[src/rtl/num_char_encoder_pkg.sv]
// Shared types for the numeric word encoder: character classes, terminator kinds, ASCII constants, FSM states.
// NUM_CHAR_ENCODER_CRLF_EN adds the TERM_LF state used for "\r\n" line endings.
package num_char_encoder_pkg;

  typedef enum logic [3:0] {
    CT_UNKNOWN, CT_G, CT_X, CT_Y, CT_I, CT_J, CT_F,
    CT_DIGIT, CT_MINUS, CT_SPACE, CT_DOT, CT_NEWLINE
  } Char_t;

  typedef enum logic [1:0] {TERM_NONE, TERM_SPACE, TERM_NEWLINE} CharTerm_t;

  localparam logic [7:0] CHAR_MINUS = 8'd45;
  localparam logic [7:0] CHAR_SPACE = 8'd32;
  localparam logic [7:0] CHAR_LF    = 8'd10;
  localparam logic [7:0] CHAR_CR    = 8'd13;
  localparam logic [7:0] CHAR_ZERO  = 8'd48;

  typedef enum logic [2:0] {
    ST_IDLE, ST_CONVERT, ST_PREFIX, ST_SIGN, ST_DIGIT, ST_TERM
`ifdef NUM_CHAR_ENCODER_CRLF_EN
    , ST_TERM_LF
`endif
  } enc_state_e;

  // Same classification the decoder applies on the receive side.
  function automatic Char_t char_class(input logic [7:0] c);
    Char_t t;
    t = CT_UNKNOWN;
    case (c)
      8'h47: t = CT_G;
      8'h58: t = CT_X;
      8'h59: t = CT_Y;
      8'h49: t = CT_I;
      8'h4A: t = CT_J;
      8'h46: t = CT_F;
      8'h2D: t = CT_MINUS;
      8'h20: t = CT_SPACE;
      8'h2E: t = CT_DOT;
      8'h0A: t = CT_NEWLINE;
      default: if (c >= 8'h30 && c <= 8'h39) t = CT_DIGIT;
    endcase
    return t;
  endfunction

endpackage

[src/rtl/num_char_encoder_if.sv]
// Command and byte-stream handshake bundle for num_char_encoder.
interface num_char_encoder_if #(parameter int NUM_BITS = 16);
  import num_char_encoder_pkg::*;

  logic                in_valid;
  logic                in_ready;
  logic [7:0]          prefix;
  logic [NUM_BITS-1:0] value;
  CharTerm_t           term;
  logic                out_valid;
  logic                out_ready;
  logic [7:0]          char_out;
  Char_t               char_type;
  logic                busy;

  modport master (
    output in_valid, prefix, value, term, out_ready,
    input  in_ready, out_valid, char_out, char_type, busy
  );

  modport slave (
    input  in_valid, prefix, value, term, out_ready,
    output in_ready, out_valid, char_out, char_type, busy
  );

endinterface

[src/rtl/num_char_encoder_bin2bcd.sv]
// Iterative double-dabble: start loads the binary word, NUM_BITS shift cycles later done rises with DIGITS BCD nibbles.
module bin2bcd_iter #(
  parameter int NUM_BITS = 16,
  parameter int DIGITS   = 5
) (
  input  logic                  clk_i,
  input  logic                  rst_ni,
  input  logic                  start_i,
  input  logic [NUM_BITS-1:0]   bin_i,
  output logic                  done_o,
  output logic [DIGITS*4-1:0]   bcd_o
);

  localparam int CW = $clog2(NUM_BITS + 1);
  localparam int DW = DIGITS * 4;

  logic [CW-1:0]       cnt_q, cnt_d;
  logic [NUM_BITS-1:0] bin_q, bin_d;
  logic [DW-1:0]       bcd_q, bcd_d, bcd_adj;

  always_comb begin
    bcd_adj = bcd_q;
    for (int i = 0; i < DIGITS; i++) begin
      if (bcd_q[i*4 +: 4] >= 4'd5) bcd_adj[i*4 +: 4] = bcd_q[i*4 +: 4] + 4'd3;
    end
    cnt_d = cnt_q;
    bin_d = bin_q;
    bcd_d = bcd_q;
    if (start_i) begin
      cnt_d = CW'(NUM_BITS);
      bin_d = bin_i;
      bcd_d = '0;
    end else if (cnt_q != '0) begin
      cnt_d = cnt_q - CW'(1);
      {bcd_d, bin_d} = {bcd_adj[DW-2:0], bin_q, 1'b0};
    end
  end

  always_ff @(posedge clk_i) begin
    if (!rst_ni) begin
      cnt_q <= '0;
      bin_q <= '0;
      bcd_q <= '0;
    end else begin
      cnt_q <= cnt_d;
      bin_q <= bin_d;
      bcd_q <= bcd_d;
    end
  end

  assign done_o = (cnt_q == '0);
  assign bcd_o  = bcd_q;

endmodule

[src/rtl/num_char_encoder.sv]
// Serializes one signed G-code word (prefix, sign, decimal digits, terminator) as ASCII bytes, one per handshake.
// States: IDLE accept | CONVERT bin->bcd | PREFIX/SIGN/DIGIT/TERM emit bytes | TERM_LF '\n' after '\r' (NUM_CHAR_ENCODER_CRLF_EN).
module num_char_encoder
  import num_char_encoder_pkg::*;
#(
  parameter int NUM_BITS = 16,
  parameter int DIGITS   = 5
) (
  input  logic              clk_i,
  input  logic              reset_ni,
  num_char_encoder_if.slave bus
);

  localparam int IW = $clog2(DIGITS);

  enc_state_e          state_q, state_d;
  logic [7:0]          prefix_q, prefix_d;
  CharTerm_t           term_q, term_d;
  logic                neg_q, neg_d;
  logic [IW-1:0]       idx_q, idx_d, first_idx;
  logic                conv_start, conv_done;
  logic [NUM_BITS-1:0] mag;
  logic [DIGITS*4-1:0] bcd;
  logic [3:0]          dig [DIGITS];
  logic                out_valid;
  logic [7:0]          char_out;

  // Two's-complement negate in NUM_BITS unsigned makes the most negative value come out exact.
  assign mag = bus.value[NUM_BITS-1] ? (~bus.value + NUM_BITS'(1)) : bus.value;

  bin2bcd_iter #(.NUM_BITS(NUM_BITS), .DIGITS(DIGITS)) u_bin2bcd (
    .clk_i   (clk_i),
    .rst_ni  (reset_ni),
    .start_i (conv_start),
    .bin_i   (mag),
    .done_o  (conv_done),
    .bcd_o   (bcd)
  );

  always_comb begin
    first_idx = '0;
    for (int i = 0; i < DIGITS; i++) begin
      dig[i] = bcd[i*4 +: 4];
      if (bcd[i*4 +: 4] != 4'd0) first_idx = IW'(i);
    end
  end

  always_comb begin
    state_d    = state_q;
    prefix_d   = prefix_q;
    term_d     = term_q;
    neg_d      = neg_q;
    idx_d      = idx_q;
    conv_start = 1'b0;
    out_valid  = 1'b0;
    char_out   = 8'd0;
    case (state_q)
      ST_IDLE: begin
        if (bus.in_valid) begin
          conv_start = 1'b1;
          prefix_d   = bus.prefix;
          term_d     = bus.term;
          neg_d      = bus.value[NUM_BITS-1];
          state_d    = ST_CONVERT;
        end
      end
      ST_CONVERT: begin
        if (conv_done) begin
          idx_d   = first_idx;
          state_d = (prefix_q != 8'd0) ? ST_PREFIX : (neg_q ? ST_SIGN : ST_DIGIT);
        end
      end
      ST_PREFIX: begin
        out_valid = 1'b1;
        char_out  = prefix_q;
        if (bus.out_ready) state_d = neg_q ? ST_SIGN : ST_DIGIT;
      end
      ST_SIGN: begin
        out_valid = 1'b1;
        char_out  = CHAR_MINUS;
        if (bus.out_ready) state_d = ST_DIGIT;
      end
      ST_DIGIT: begin
        out_valid = 1'b1;
        char_out  = CHAR_ZERO + {4'd0, dig[idx_q]};
        if (bus.out_ready) begin
          if (idx_q == '0) state_d = (term_q == TERM_NONE) ? ST_IDLE : ST_TERM;
          else             idx_d   = idx_q - IW'(1);
        end
      end
      ST_TERM: begin
        out_valid = 1'b1;
`ifdef NUM_CHAR_ENCODER_CRLF_EN
        char_out = (term_q == TERM_SPACE) ? CHAR_SPACE : CHAR_CR;
        if (bus.out_ready) state_d = (term_q == TERM_SPACE) ? ST_IDLE : ST_TERM_LF;
`else
        char_out = (term_q == TERM_SPACE) ? CHAR_SPACE : CHAR_LF;
        if (bus.out_ready) state_d = ST_IDLE;
`endif
      end
`ifdef NUM_CHAR_ENCODER_CRLF_EN
      ST_TERM_LF: begin
        out_valid = 1'b1;
        char_out  = CHAR_LF;
        if (bus.out_ready) state_d = ST_IDLE;
      end
`endif
      default: state_d = ST_IDLE;
    endcase
  end

  always_ff @(posedge clk_i) begin
    if (!reset_ni) begin
      state_q  <= ST_IDLE;
      prefix_q <= 8'd0;
      term_q   <= TERM_NONE;
      neg_q    <= 1'b0;
      idx_q    <= '0;
    end else begin
      state_q  <= state_d;
      prefix_q <= prefix_d;
      term_q   <= term_d;
      neg_q    <= neg_d;
      idx_q    <= idx_d;
    end
  end

  assign bus.in_ready  = (state_q == ST_IDLE);
  assign bus.busy      = (state_q != ST_IDLE);
  assign bus.out_valid = out_valid;
  assign bus.char_out  = char_out;
  assign bus.char_type = char_class(char_out);

endmodule
[src/flat_wrapper.sv]
// flat-port wrapper written by rule: the top's interface ports become plain ports
module num_char_encoder_flat import num_char_encoder_pkg::*;
#(
  parameter int NUM_BITS = 16,
  parameter int DIGITS   = 5
)
  (clk_i, reset_ni, bus_in_valid, bus_prefix, bus_value, bus_term, bus_out_ready, bus_in_ready, bus_out_valid, bus_char_out, bus_char_type, bus_busy);
  num_char_encoder_if #(.NUM_BITS(NUM_BITS)) bus_i ();
  input  logic clk_i;
  input  logic reset_ni;
  input wire logic [$bits(bus_i.in_valid)-1:0] bus_in_valid;
  input wire logic [$bits(bus_i.prefix)-1:0] bus_prefix;
  input wire logic [$bits(bus_i.value)-1:0] bus_value;
  input wire logic [$bits(bus_i.term)-1:0] bus_term;
  input wire logic [$bits(bus_i.out_ready)-1:0] bus_out_ready;
  output wire logic [$bits(bus_i.in_ready)-1:0] bus_in_ready;
  output wire logic [$bits(bus_i.out_valid)-1:0] bus_out_valid;
  output wire logic [$bits(bus_i.char_out)-1:0] bus_char_out;
  output wire logic [$bits(bus_i.char_type)-1:0] bus_char_type;
  output wire logic [$bits(bus_i.busy)-1:0] bus_busy;
  assign bus_i.in_valid = bus_in_valid;
  assign bus_i.prefix = bus_prefix;
  assign bus_i.value = bus_value;
  assign bus_i.term = bus_term;
  assign bus_i.out_ready = bus_out_ready;
  assign bus_in_ready = bus_i.in_ready;
  assign bus_out_valid = bus_i.out_valid;
  assign bus_char_out = bus_i.char_out;
  assign bus_char_type = bus_i.char_type;
  assign bus_busy = bus_i.busy;
  num_char_encoder #(.NUM_BITS(NUM_BITS), .DIGITS(DIGITS)) u_core (.clk_i(clk_i), .reset_ni(reset_ni), .bus(bus_i));
endmodule
[config.mk]
export PLATFORM = sky130hd
export DESIGN_NAME = num_char_encoder_flat
export DESIGN_NICKNAME = d
export VERILOG_FILES = /design/src/rtl/num_char_encoder_pkg.sv /design/src/rtl/num_char_encoder_if.sv /design/src/rtl/num_char_encoder_bin2bcd.sv /design/src/rtl/num_char_encoder.sv /design/src/flat_wrapper.sv
export SDC_FILE = /design/constraint.sdc
export NUM_CORES = 1
export LEC_CHECK = 0
export ABC_AREA = 0
export ABC_CLOCK_PERIOD_IN_PS = 3100
export CAP_MARGIN = 5
export CORE_MARGIN = 2
export CORE_UTILIZATION = 45
export DETAILED_ROUTE_END_ITERATION = 16
export HOLD_SLACK_MARGIN = 0.15
export PLACE_DENSITY = 0.67
export SYNTH_ARGS = -nofsm -noshare
export SYNTH_HDL_FRONTEND = slang
export SYNTH_SLANG_ARGS = --single-unit
export TNS_END_PERCENT = 20
[constraint.sdc]
create_clock -name clk_i -period 3.1 [get_ports clk_i]
set_input_delay 0.465 -clock clk_i [delete_from_list [all_inputs] [get_ports clk_i]]
set_output_delay 0.465 -clock clk_i [all_outputs]
set_load 0.03 [all_outputs]
==> impl_metrics.toml <==
[global_routing]
largest_net_degree_at_the_start_of_global_routing = 40
grt_pass1_wl_mm = 15.3
grt-ovfl-total = 0
grtUsageTotal_pct = 21.0
antenna_found_initial = 0
grt_pass1_vias = 3396

[synthesis]
synth_enable_flop_cells = 0
synth_cells = 500
yosysUniqueCellTypes = 58
postSynthNetCount = 545
syn_avg_cell_area_um2 = 7.57
synth.yosys.seq_area_share_pct = 30.7
synth_top_flop_cell = "dfxtp_1"
synthArstFlopShare_pct = 0
ys.warnings.count = 0
flip_flop_and_latch_count_after_synthesis = 58
post_synth_instance_area_um2 = 3780

[critical_path]
timing_worst_setup_path_type = "reg -> out"
timing.critical_path.slowest_cell_delay_ns = 0.55
slowest_stage_cell_on_the_critical_path = "mux4_2"
critical_path_peak_fanout = 8
ordered_list_of_cells_on_the_worst_path = "mux4_2, a221oi_4, inv_2, nor3_2, a22oi_1, o22ai_1, buf_4"
critPathRequiredTime_ns = 2.63
timing.critical_path.from_type = "register"
cp-end-kind = "primary output"
worstPathArrival_ns = 2.54

[floorplanning]
floorplan.core_area_um2 = 8180
die_w_um = 95.7
initial_core_util_pct = 46.3
io_pins = 45
die_h_um = 95.7
rows = 33
floorplan.die_area_um2 = 9160

[pwr]
internal_power_w = 0.00216
power.share.sequential_pct = 29.3
fin_total_pwr_w = 0.00379
switchingPower_w = 0.00163
power.share.switching_pct = 43.0
ir_drop_v = 0.000466
p_leak_nw = 1.70
clkPwrFrac_pct = 21.9
power.share.combinational_pct = 48.8
power.density_nw_per_um2 = 815

[sta]
finalClockSkew_ns = 0.0104
share_of_the_clock_period_used_by_the_worst_path_pct = 97.1
finalSetupViolCount = 0
measured_slew_at_the_worst_slew_check_pin_ns = 0.583
timing_hold_violations_final = 0
finalMaxSlewViolations = 0
rel_slew_slack_pct = 61.0
final.setup.worst_slack_ns = 0.0904
max_clk_rate_mhz = 332
setup_repair_after_global_routing_missed_its_margin = "yes"
final_period_minus_worst_setup_slack_ns = 3.01
hold_ws_ns = 0.474

[drt]
dr.pass1.iters = 4
num_vias = 3677
vias_per_cell = 5.62
drt_drc_violations_left = 0
first_iter_violations = 135
postRouteAntennaNets = 0
drt-wirelength-per-cell_um = 14.2
routed_wl_mm = 9.29

[placed_design]
post-dp-hpwl_mm = 6.47
dpl_worst_slack_ns = 0.177
place_congestion = 0.837
port_buffers = 44

[final_layout]
filler_cell_count = 775
mostFrequentLayoutCells = "nand2_1 (102), dfxtp_1 (55), a21oi_1 (47)"
drive_gt1_share_pct = 11.5
syn2layout_area_growth_pct = 22.9
nNetsFinal = 589
final_core_utilization_pct = 56.9
layout.cells.most_common = "nand2_1"
insertedDiodeCount = 0

[clock_network]
clock_tree.htree_level_count = 3
clkLatencyLatePin_ns = 0.34
clkSlewWorstSetupHoldPaths_ns = 0.07
cts-root-to-sink-buffers = 2
clock_tree_from_tritoncts = "done"
tritoncts.num_buffers = 9
clk_root_buffer_cell = "clkbuf_8"
clock-sinks = 58

[run]
timing.max_cap.violations = 0

[hold_path]
timing.hold.worst.class = "reg -> reg"

[status]
outcome = "complete, no violations"
==> area by class of cell <==
type / instances / area, µm² / share of cell area (%)
multi-input cells: 389 / 2450 / 52.7
flip-flops and latches: 58 / 1170 / 25.1
repair buffers: 60 / 563 / 12.1
clock buffers: 12 / 165 / 3.55
well taps: 105 / 131 / 2.82
inverters: 26 / 98.8 / 2.12
clock inverters: 4 / 72.6 / 1.56
==> metal layers <==
layer	GRT usage (%)	wire length, µm	vias up
met3	4.15	339	15
met4	8.21	176	0
met1	26.2	4230	1733
met2	35.8	4540	81
met5	0	0	-
li1	-	-	1848
==> through the flow <==
stage	area (µm²)	std cells	setup TNS, ns
2_1_floorplan	3780	500	0
3_3_place_gp	4300	633	0
3_5_place_dp	4300	633	0
4_1_cts	4540	649	0
5_1_grt	4650	654	-0.00147
6_report	4650	654	0
==> power groups by stage <==
stage | Combinational, W | Sequential (W) | Clock (W)
2_1_floorplan | 0.00139 | 0.00104 | 0
3_3_place_gp | 0.00178 | 0.00111 | 0
3_5_place_dp | 0.00180 | 0.00111 | 0
4_1_cts | 0.00181 | 0.00110 | 0.000845
5_1_grt | 0.00205 | 0.00114 | 0.000884
6_report | 0.00185 | 0.00111 | 0.000831
==> synthesized netlist by cell type (4+ instances only) <==
cell | instances | area (µm²)
nor3_1 | 14 | 70.1
o41ai_1 | 4 | 35.0
nand2b_1 | 10 | 62.6
dfxtp_1 | 58 | 1160
o31ai_1 | 5 | 37.5
nor4_1 | 4 | 25.0
nand2_1 | 102 | 383
nand3_1 | 11 | 55.1
ha_1 | 15 | 188
o21ai_0 | 24 | 120
xor2_1 | 4 | 35.0
buf_6 | 4 | 45.0
a211oi_1 | 8 | 60.1
a21oi_1 | 47 | 235
clkbuf_1 | 21 | 78.8
a311oi_1 | 10 | 87.6
and3_1 | 5 | 31.3
nor2_1 | 46 | 173
xnor2_1 | 20 | 175
inv_1 | 23 | 86.3
==> logic make-up (layout without fill, tap and decap cells) <==
group | count (synthesis) | count (layout) | share of synthesized area, %
buffers and inverters | 53 | 102 | 6.28
multiplexers | 5 | 5 | 2.84
AO/OA/AOI/OAI | 125 | 125 | 22.1
adder cells (fa/ha/maj) | 15 | 15 | 4.96
flip-flops | 58 | 58 | 30.7
AND/OR/NAND/NOR | 220 | 220 | 27.5
XOR/XNOR | 24 | 24 | 5.56
==> repair_timing <==
item | 4_1_cts | 5_1_grt
hold buffers | 0 | 0
buffers inserted | 0 | 5
setup endpoints to repair | 5 | 5
resized for setup | 5 | 14
pin swaps | 2 | 3
==> state kept, by name, indices dropped and copies added, names as in the netlist <==
| signal | flops |
|---|---|
| u_core.u_bin2bcd.bin_q | 16 |
| u_core.state_q | 3 |
| u_core.term_q | 2 |
| u_core.idx_q | 3 |
| u_core.u_bin2bcd.bcd_o | 20 |
| u_core.u_bin2bcd.cnt_q | 5 |
| u_core.neg_q | 1 |
| u_core.prefix_q | 8 |
==> path summary, 6_finish.rpt <==
| check | depth (start not counted) | endpoint | start | slack (ns) |
|---|---|---|---|---|
| max | 7 | bus_char_type[2] | u_core.idx_q[0] | 0.09 |
| min reg2reg | 2 | u_core.term_q[1] | u_core.term_q[1] | 0.47 |
| max reg2reg | 7 | u_core.idx_q[2] | u_core.u_bin2bcd.cnt_q[0] | 1.15 |
| min | 2 | u_core.term_q[1] | u_core.term_q[1] | 0.47 |
==> worst max-delay path: cells and delay by family, from the launching register on <==
family	cells	cell delay, ns
and+or+nand+nor	1	0.24
muxes	1	0.55
DFF	1	0.41
buffers and inverters	2	0.34
AOI/OAI and AO/OA	3	0.67
(Power assumes the default switching activity.)
